**config.mk**
```make
export PLATFORM = sky130hd
export DESIGN_NAME = integrated_demod_flat
export DESIGN_NICKNAME = d
export VERILOG_FILES = /design/src/rtl/integrated_demod_pkg.sv /design/src/rtl/integrated_demod_if.sv /design/src/rtl/demod_nco.sv /design/src/rtl/integrated_demod.sv /design/src/flat_wrapper.sv
export SDC_FILE = /design/constraint.sdc
export NUM_CORES = 1
export LEC_CHECK = 0
export CAP_MARGIN = 20
export CELL_PAD_IN_SITES_DETAIL_PLACEMENT = 1
export CELL_PAD_IN_SITES_GLOBAL_PLACEMENT = 2
export CORE_UTILIZATION = 37
export CTS_BUF_LIST = sky130_fd_sc_hd__clkbuf_4
export DETAILED_ROUTE_END_ITERATION = 8
export PLACE_DENSITY = 0.8
export SLEW_MARGIN = 10
export SYNTH_ARGS = -nofsm -noshare
export SYNTH_HDL_FRONTEND = slang
export SYNTH_HIERARCHICAL = 1
export SYNTH_SLANG_ARGS = --single-unit
```
**constraint.sdc**
```tcl
create_clock -name sys_clk -period 4.6 [get_ports sys_clk]
set_input_delay 0.92 -clock sys_clk [delete_from_list [all_inputs] [get_ports sys_clk]]
set_output_delay 0.92 -clock sys_clk [all_outputs]
set_load 0.05 [all_outputs]
```
**src/rtl/integrated_demod_pkg.sv**
```systemverilog
`default_nettype none
// ============================================================================
// Module      : integrated_demod_pkg
// Description : Shared types and constants for the multi-mode demodulator:
//               the mode encoding, the one-hot LED patterns, the datapath
//               widths and a 16-bit signed saturation helper.
// Revision    : 1.0 - initial release
// ============================================================================
package integrated_demod_pkg;

    localparam int c_SAMPLE_W = 8;
    localparam int c_RESULT_W = 16;

    typedef enum logic [1:0] {
        MODE_AM   = 2'b00,
        MODE_BPSK = 2'b01,
        MODE_FM   = 2'b10,
        MODE_INV  = 2'b11
    } mode_e;

    localparam logic [2:0] c_LED_AM   = 3'b001;
    localparam logic [2:0] c_LED_BPSK = 3'b010;
    localparam logic [2:0] c_LED_FM   = 3'b100;
    localparam logic [2:0] c_LED_OFF  = 3'b000;

    // Clamp an 18-bit signed accumulator into the signed 16-bit range.
    function automatic logic [c_RESULT_W-1:0] sat16(input logic signed [17:0] v);
        if (v > 18'sd32767) begin
            return 16'h7FFF;
        end else if (v < -18'sd32768) begin
            return 16'h8000;
        end else begin
            return v[15:0];
        end
    endfunction

endpackage
`default_nettype wire

```
**src/rtl/integrated_demod_if.sv**
```systemverilog
`default_nettype none
// ============================================================================
// Module      : integrated_demod_if
// Description : Sample/result bus between the ADC side and the demodulator.
//               master : ADC side, drives samples and mode, observes results
//               slave  : demodulator, consumes samples, drives results/LEDs
// Revision    : 1.0 - initial release
// ============================================================================
interface integrated_demod_if;
    import integrated_demod_pkg::*;

    logic [c_SAMPLE_W-1:0] data_in;
    logic                  data_valid;
    logic [1:0]            mode_select;
    logic [c_RESULT_W-1:0] data_out;
    logic                  data_out_valid;
    logic [2:0]            status_led;

    modport master (
        output data_in, data_valid, mode_select,
        input  data_out, data_out_valid, status_led
    );

    modport slave (
        input  data_in, data_valid, mode_select,
        output data_out, data_out_valid, status_led
    );

endinterface
`default_nettype wire

```
**src/rtl/demod_nco.sv**
```systemverilog
`default_nettype none
// ============================================================================
// Module      : demod_nco
// Description : 32-bit phase accumulator producing a square-wave carrier sign.
//   clk, rst_n : clock, asynchronous active-low reset
//   i_en       : advance phase by PHASE_INC (after the current phase is used)
//   i_clr      : synchronous clear, has priority over i_en
//   o_neg      : carrier sign, 1 = carrier is -1 (phase[31])
// Revision    : 1.0 - initial release
// ============================================================================
module demod_nco #(
    parameter logic [31:0] PHASE_INC = 32'h0000_1000
) (
    input  wire  clk,
    input  wire  rst_n,
    input  wire  i_en,
    input  wire  i_clr,
    output logic o_neg
);

    logic [31:0] r_phase_q;
    logic [31:0] w_phase_d;

    always_comb begin
        w_phase_d = r_phase_q;
        if (i_clr) begin
            w_phase_d = '0;
        end else if (i_en) begin
            w_phase_d = r_phase_q + PHASE_INC;
        end
    end

    always_ff @(posedge clk or negedge rst_n) begin
        if (!rst_n) begin
            r_phase_q <= '0;
        end else begin
            r_phase_q <= w_phase_d;
        end
    end

    assign o_neg = r_phase_q[31];

endmodule
`default_nettype wire

```
**src/rtl/integrated_demod.sv**
```systemverilog
`default_nettype none
// ============================================================================
// Module      : integrated_demod
// Description : Multi-mode demodulator for 8-bit offset-binary samples:
//               AM envelope IIR, BPSK integrate-and-dump against an internal
//               NCO, FM delay-multiply. Two-stage pipeline (register sample,
//               then compute/register result).
//   sys_clk, sys_rst_n : clock, asynchronous active-low reset
//   bus (slave)        : data_in/data_valid/mode_select in,
//                        data_out/data_out_valid/status_led out
// Revision    : 1.0 - initial release
// ============================================================================
module integrated_demod
    import integrated_demod_pkg::*;
#(
    parameter int          AM_SHIFT      = 2,
    parameter logic [31:0] NCO_PHASE_INC = 32'h0000_1000,
    parameter int          SYM_LEN       = 8,
    parameter int          FM_DELAY      = 1
) (
    input wire                sys_clk,
    input wire                sys_rst_n,
    integrated_demod_if.slave bus
);

    localparam int c_CNT_W = (SYM_LEN > 1) ? $clog2(SYM_LEN) : 1;

    mode_e                    r_mode_q;
    logic                     w_mode_chg;
    logic signed [7:0]        w_s;
    logic signed [7:0]        r_s_q,  w_s_d;
    logic                     r_v1_q, w_v1_d;
    logic signed [16:0]       r_y_q,  w_y_d;
    logic signed [17:0]       r_acc_q, w_acc_d;
    logic [c_CNT_W-1:0]       r_cnt_q, w_cnt_d;
    logic signed [7:0]        r_dly_q [FM_DELAY];
    logic signed [7:0]        w_dly_d [FM_DELAY];
    logic [c_RESULT_W-1:0]    r_dout_q, w_dout_d;
    logic                     r_dval_q, w_dval_d;
    logic                     w_nco_en;
    logic                     w_nco_neg;
    logic signed [8:0]        w_s9, w_abs9, w_bp;
    logic signed [16:0]       w_x, w_diff, w_y_new;
    logic signed [17:0]       w_acc_sum;
    logic signed [15:0]       w_fm_prod;
    logic [2:0]               w_led;

    // A mode change clears every piece of demod state in the same cycle the
    // new mode is captured; samples entering or in flight are dropped.
    assign w_mode_chg = (mode_e'(bus.mode_select) != r_mode_q);
    assign w_s        = $signed(bus.data_in ^ 8'h80);

    // Stage 1: capture the converted sample.
    always_comb begin
        w_s_d  = bus.data_valid ? w_s : r_s_q;
        w_v1_d = bus.data_valid && !w_mode_chg && (r_mode_q != MODE_INV);
    end

    // Stage 2 datapath pieces.
    assign w_s9      = {r_s_q[7], r_s_q};
    assign w_abs9    = w_s9[8] ? -w_s9 : w_s9;       // 0..128, sign bit always 0
    assign w_x       = {w_abs9, 8'h00};
    assign w_diff    = w_x - r_y_q;
    assign w_y_new   = r_y_q + (w_diff >>> AM_SHIFT);
    assign w_bp      = w_nco_neg ? -w_s9 : w_s9;
    assign w_acc_sum = r_acc_q + {{9{w_bp[8]}}, w_bp};
    assign w_fm_prod = r_s_q * r_dly_q[FM_DELAY-1];

    always_comb begin
        w_y_d    = r_y_q;
        w_acc_d  = r_acc_q;
        w_cnt_d  = r_cnt_q;
        w_dly_d  = r_dly_q;
        w_dout_d = r_dout_q;
        w_dval_d = 1'b0;
        w_nco_en = 1'b0;
        if (w_mode_chg) begin
            w_y_d   = '0;
            w_acc_d = '0;
            w_cnt_d = '0;
            for (int i = 0; i < FM_DELAY; i++) begin
                w_dly_d[i] = '0;
            end
        end else if (r_v1_q) begin
            case (r_mode_q)
                MODE_AM: begin
                    w_y_d    = w_y_new;
                    w_dout_d = w_y_new[15:0];
                    w_dval_d = 1'b1;
                end
                MODE_BPSK: begin
                    w_nco_en = 1'b1;
                    if (r_cnt_q == c_CNT_W'(SYM_LEN - 1)) begin
                        w_dout_d = sat16(w_acc_sum);
                        w_dval_d = 1'b1;
                        w_acc_d  = '0;
                        w_cnt_d  = '0;
                    end else begin
                        w_acc_d  = w_acc_sum;
                        w_cnt_d  = r_cnt_q + c_CNT_W'(1);
                    end
                end
                MODE_FM: begin
                    w_dout_d   = w_fm_prod;
                    w_dval_d   = 1'b1;
                    w_dly_d[0] = r_s_q;
                    for (int i = 1; i < FM_DELAY; i++) begin
                        w_dly_d[i] = r_dly_q[i-1];
                    end
                end
                default: ;
            endcase
        end
    end

    always_ff @(posedge sys_clk or negedge sys_rst_n) begin
        if (!sys_rst_n) begin
            r_mode_q <= MODE_INV;
            r_s_q    <= '0;
            r_v1_q   <= 1'b0;
            r_y_q    <= '0;
            r_acc_q  <= '0;
            r_cnt_q  <= '0;
            for (int i = 0; i < FM_DELAY; i++) begin
                r_dly_q[i] <= '0;
            end
            r_dout_q <= '0;
            r_dval_q <= 1'b0;
        end else begin
            r_mode_q <= mode_e'(bus.mode_select);
            r_s_q    <= w_s_d;
            r_v1_q   <= w_v1_d;
            r_y_q    <= w_y_d;
            r_acc_q  <= w_acc_d;
            r_cnt_q  <= w_cnt_d;
            r_dly_q  <= w_dly_d;
            r_dout_q <= w_dout_d;
            r_dval_q <= w_dval_d;
        end
    end

    demod_nco #(
        .PHASE_INC (NCO_PHASE_INC)
    ) u_nco (
        .clk   (sys_clk),
        .rst_n (sys_rst_n),
        .i_en  (w_nco_en),
        .i_clr (w_mode_chg),
        .o_neg (w_nco_neg)
    );

    always_comb begin
        case (r_mode_q)
            MODE_AM:   w_led = c_LED_AM;
            MODE_BPSK: w_led = c_LED_BPSK;
            MODE_FM:   w_led = c_LED_FM;
            default:   w_led = c_LED_OFF;
        endcase
    end

    assign bus.data_out       = r_dout_q;
    assign bus.data_out_valid = r_dval_q;
    assign bus.status_led     = w_led;

endmodule
`default_nettype wire

```
**src/flat_wrapper.sv**
```systemverilog
// flat-port wrapper written by rule: the top's interface ports become plain ports
module integrated_demod_flat import integrated_demod_pkg::*;
#(
    parameter int          AM_SHIFT      = 2,
    parameter logic [31:0] NCO_PHASE_INC = 32'h0000_1000,
    parameter int          SYM_LEN       = 8,
    parameter int          FM_DELAY      = 1
)
  (sys_clk, sys_rst_n, bus_data_in, bus_data_valid, bus_mode_select, bus_data_out, bus_data_out_valid, bus_status_led);
  integrated_demod_if bus_i ();
  input wire sys_clk;
  input wire sys_rst_n;
  input wire logic [$bits(bus_i.data_in)-1:0] bus_data_in;
  input wire logic [$bits(bus_i.data_valid)-1:0] bus_data_valid;
  input wire logic [$bits(bus_i.mode_select)-1:0] bus_mode_select;
  output wire logic [$bits(bus_i.data_out)-1:0] bus_data_out;
  output wire logic [$bits(bus_i.data_out_valid)-1:0] bus_data_out_valid;
  output wire logic [$bits(bus_i.status_led)-1:0] bus_status_led;
  assign bus_i.data_in = bus_data_in;
  assign bus_i.data_valid = bus_data_valid;
  assign bus_i.mode_select = bus_mode_select;
  assign bus_data_out = bus_i.data_out;
  assign bus_data_out_valid = bus_i.data_out_valid;
  assign bus_status_led = bus_i.status_led;
  integrated_demod #(.AM_SHIFT(AM_SHIFT), .NCO_PHASE_INC(NCO_PHASE_INC), .SYM_LEN(SYM_LEN), .FM_DELAY(FM_DELAY)) u_core (.sys_clk(sys_clk), .sys_rst_n(sys_rst_n), .bus(bus_i));
endmodule
```
==> metrics.yaml <==
outcome: "finished with violations"
violations: "negative setup slack"
synthArstFlopShare: 1.000
port_buffers: 32
insertion_delay_ps: 500
die_h_um: 158.5
cp-end-kind: "register"
max_freq_mhz: 214.7
ant_nets: 0
routed_via_density: 5.397
drcViolationCount: 0
dr.pass1.iters: 5
cp_max_fo: 4
layout_commonest_cell: "inv_1"
core-area_um2: 23750
met1Wirelength_um: 13320
clockBufferDepth: 2
tightest_slew_ps: 1006
start_util: 0.3813
postLayoutCellArea_um2: 11160
hpwl_um: 21740
yosys_warnings: 6
cap_viol_max_count: 0
nets: 1248
clock-sinks: 94
synth.area.top_cells: "dfrtp_1 (25%), fa_1 (13%), ha_1 (11%)"
synth_cell_types: 79
p_leak_uw: 0.005107
synth_ff_type: "dfrtp_1"
yosysTopAreaCell: "dfrtp_1"
cts_tree: "done"
syn_area_um2: 9057
slew_headroom: 0.3290
arrival_ps: 5050
synth_edf_count: 0
skew_ps: 20.13
hold_buffers: 0
synthCells: 983
num_vias: 7674
drtIter0Drc: 300
hold_ws_ps: 511.0
io_pins: 33
synth.avg_cell_area_um2: 9.214
p_per_area_nw_per_um2: 222.6
synth_seq_cells: 94
wl_met3_um: 762
fin_crit_sh: 1.012
clkTransAtPathRegs_ps: 160
final_cell_mix: "inv_1 (100), buf_4 (96), dfrtp_1 (84)"
rows: 56
ctsRootBufferMaster: "clkbuf_4"
ir_drop_v: 0.0001349
grt_pass1_vias: 8273
grt_pass1_wl_um: 45110
top_layer: "met4"
area_growth_pct: 23.19
cp-start-kind: "register"
setup_slack_ps: -57.06
finalWirelength_um: 27960
gp_congestion: 0.8170
die-area_um2: 25110
hold_class: "register to register"
placed_cell_area_um2: 10330
grt_use_total: 0.2368
period_needed_ps: 4657
critPathKind: "register to register"
cts_buffers: 9
ys_seq_area_frac: 0.2600
route.met2.wl_um: 13330
post_route_cells_drive_above_1_share: 0.2384
grt_max_degree: 73
wire_per_inst_um: 19.66
rsz0062_at_grt: "yes"
hold_viol_final: 0
yosys.area.top_type_share: 0.2542
die_w_um: 158.5
final_core_util: 0.4698
antenna_found_initial: 0
finalSetupViolCount: 3
ctsHtreeMaxLevel: 3
cp.required_ps: 4990
drv_slew: 0
antenna_cells: 0
preCtsSetupSlack_ps: -224.0
grt_overflow: 0
synthesis.nets: 1133
[per-layer routing]
| layer | global-route usage | vias to the layer above |
|---|---|---|
| met5 | 0 | - |
| met4 | 0.06685 | 0 |
| met3 | 0.02504 | 29 |
| met2 | 0.3922 | 103 |
| met1 | 0.3263 | 3906 |
| li1 | - | 3636 |
[metrics by stage]
step           power, uW  TNS (ps)  instances
2_1_floorplan       1519    -2.103        983
3_3_place_gp        1846    -393.8       1387
3_5_place_dp        1865     -1523       1387
4_1_cts             2449    -290.3       1412
5_1_grt             2617     -1201       1422
6_report            2484    -157.1       1422
[cell type report]
class / instances / area, um2
clock buffers: 12 / 90.09
clock inverters: 4 / 73.82
fillers: 2678 / 12590
inverters: 106 / 405.4
multi-input cells: 748 / 6633
flip-flops and latches: 94 / 2365
well taps: 319 / 399.1
repair buffers: 139 / 1192
[power by group]
group          internal [uW]  switching, uW
sequential               879           50.2
clock                    239            307
combinational            390            618
total                   1510            975
[repair_timing]
action	CTS	global route
setup buffers	9	9
pin swaps	20	48
gates resized for setup	34	81
setup endpoints to repair	15	18
gates cloned	0	1
[critical path: stages, from the launching register on]
cell and delay (ps):
dfrtp_2 470, and2_4 160, fa_1 540, inv_2 40, fa_1 500, fa_1 560
inv_2 40, fa_1 530, ha_4 220, or3_1 340, o211ai_1 160, buf_4 180
o21ai_2 60, a21o_1 160, a21oi_2 170, xnor2_2 90, a221oi_2 230, o31ai_1 80
[Yosys cell counts, drive strengths merged (8+ instances only)]
master / n
a21o: 12
a21oi: 54
a221oi: 13
a22o: 35
and2: 46
buf: 11
clkbuf: 24
dfrtp: 92
fa: 57
ha: 80
inv: 106
nand2: 83
nand2b: 11
nand3: 22
nand4: 12
nor2: 52
nor2b: 8
nor3: 18
o21a: 13
o21ai: 55
or3: 14
xnor2: 51
xor2: 23
[path summary, 6_finish.rpt]
check / from / to / slack [ps] / cells after the start
setup / recovery: u_core/r_s_q[4] / u_core/bus.data_out[15] / -60 / 17
hold / removal: u_core/bus.data_out[1] / u_core/bus.data_out[1] / 510 / 2
setup reg to reg: u_core/r_s_q[4] / u_core/bus.data_out[15] / -60 / 17
hold reg to reg: u_core/bus.data_out[1] / u_core/bus.data_out[1] / 510 / 2
max in group asynchronous: sys_rst_n / u_core/u_nco/r_phase_q[19] / 3180 / 2
min in group asynchronous: sys_rst_n / u_core/u_nco/r_phase_q[31] / 540 / 1
[kinds of logic after synthesis]
kind of cell	share of synthesized area
and+or+nand+nor	0.1723
muxes	0.009809
adders and majority gates	0.2365
AOI/OAI and AO/OA	0.1879
buffers and inverters	0.06202
DFF	0.2600
xor gates and xnor gates	0.07156
[registers in the layout, indices dropped and copies added (netlist names)]
signal / cells
u_core/r_v1_q: 1
u_core/r_y_q: 17
u_core/r_dly_q: 8
u_core/r_mode_q: 2
u_core/bus.data_out_valid: 1
u_core/bus.data_out: 16
u_core/r_s_q: 8
u_core/r_acc_q: 18
u_core/u_nco/r_phase_q: 20
u_core/r_cnt_q: 3
Note: power is estimated with default switching activity, not from simulation.
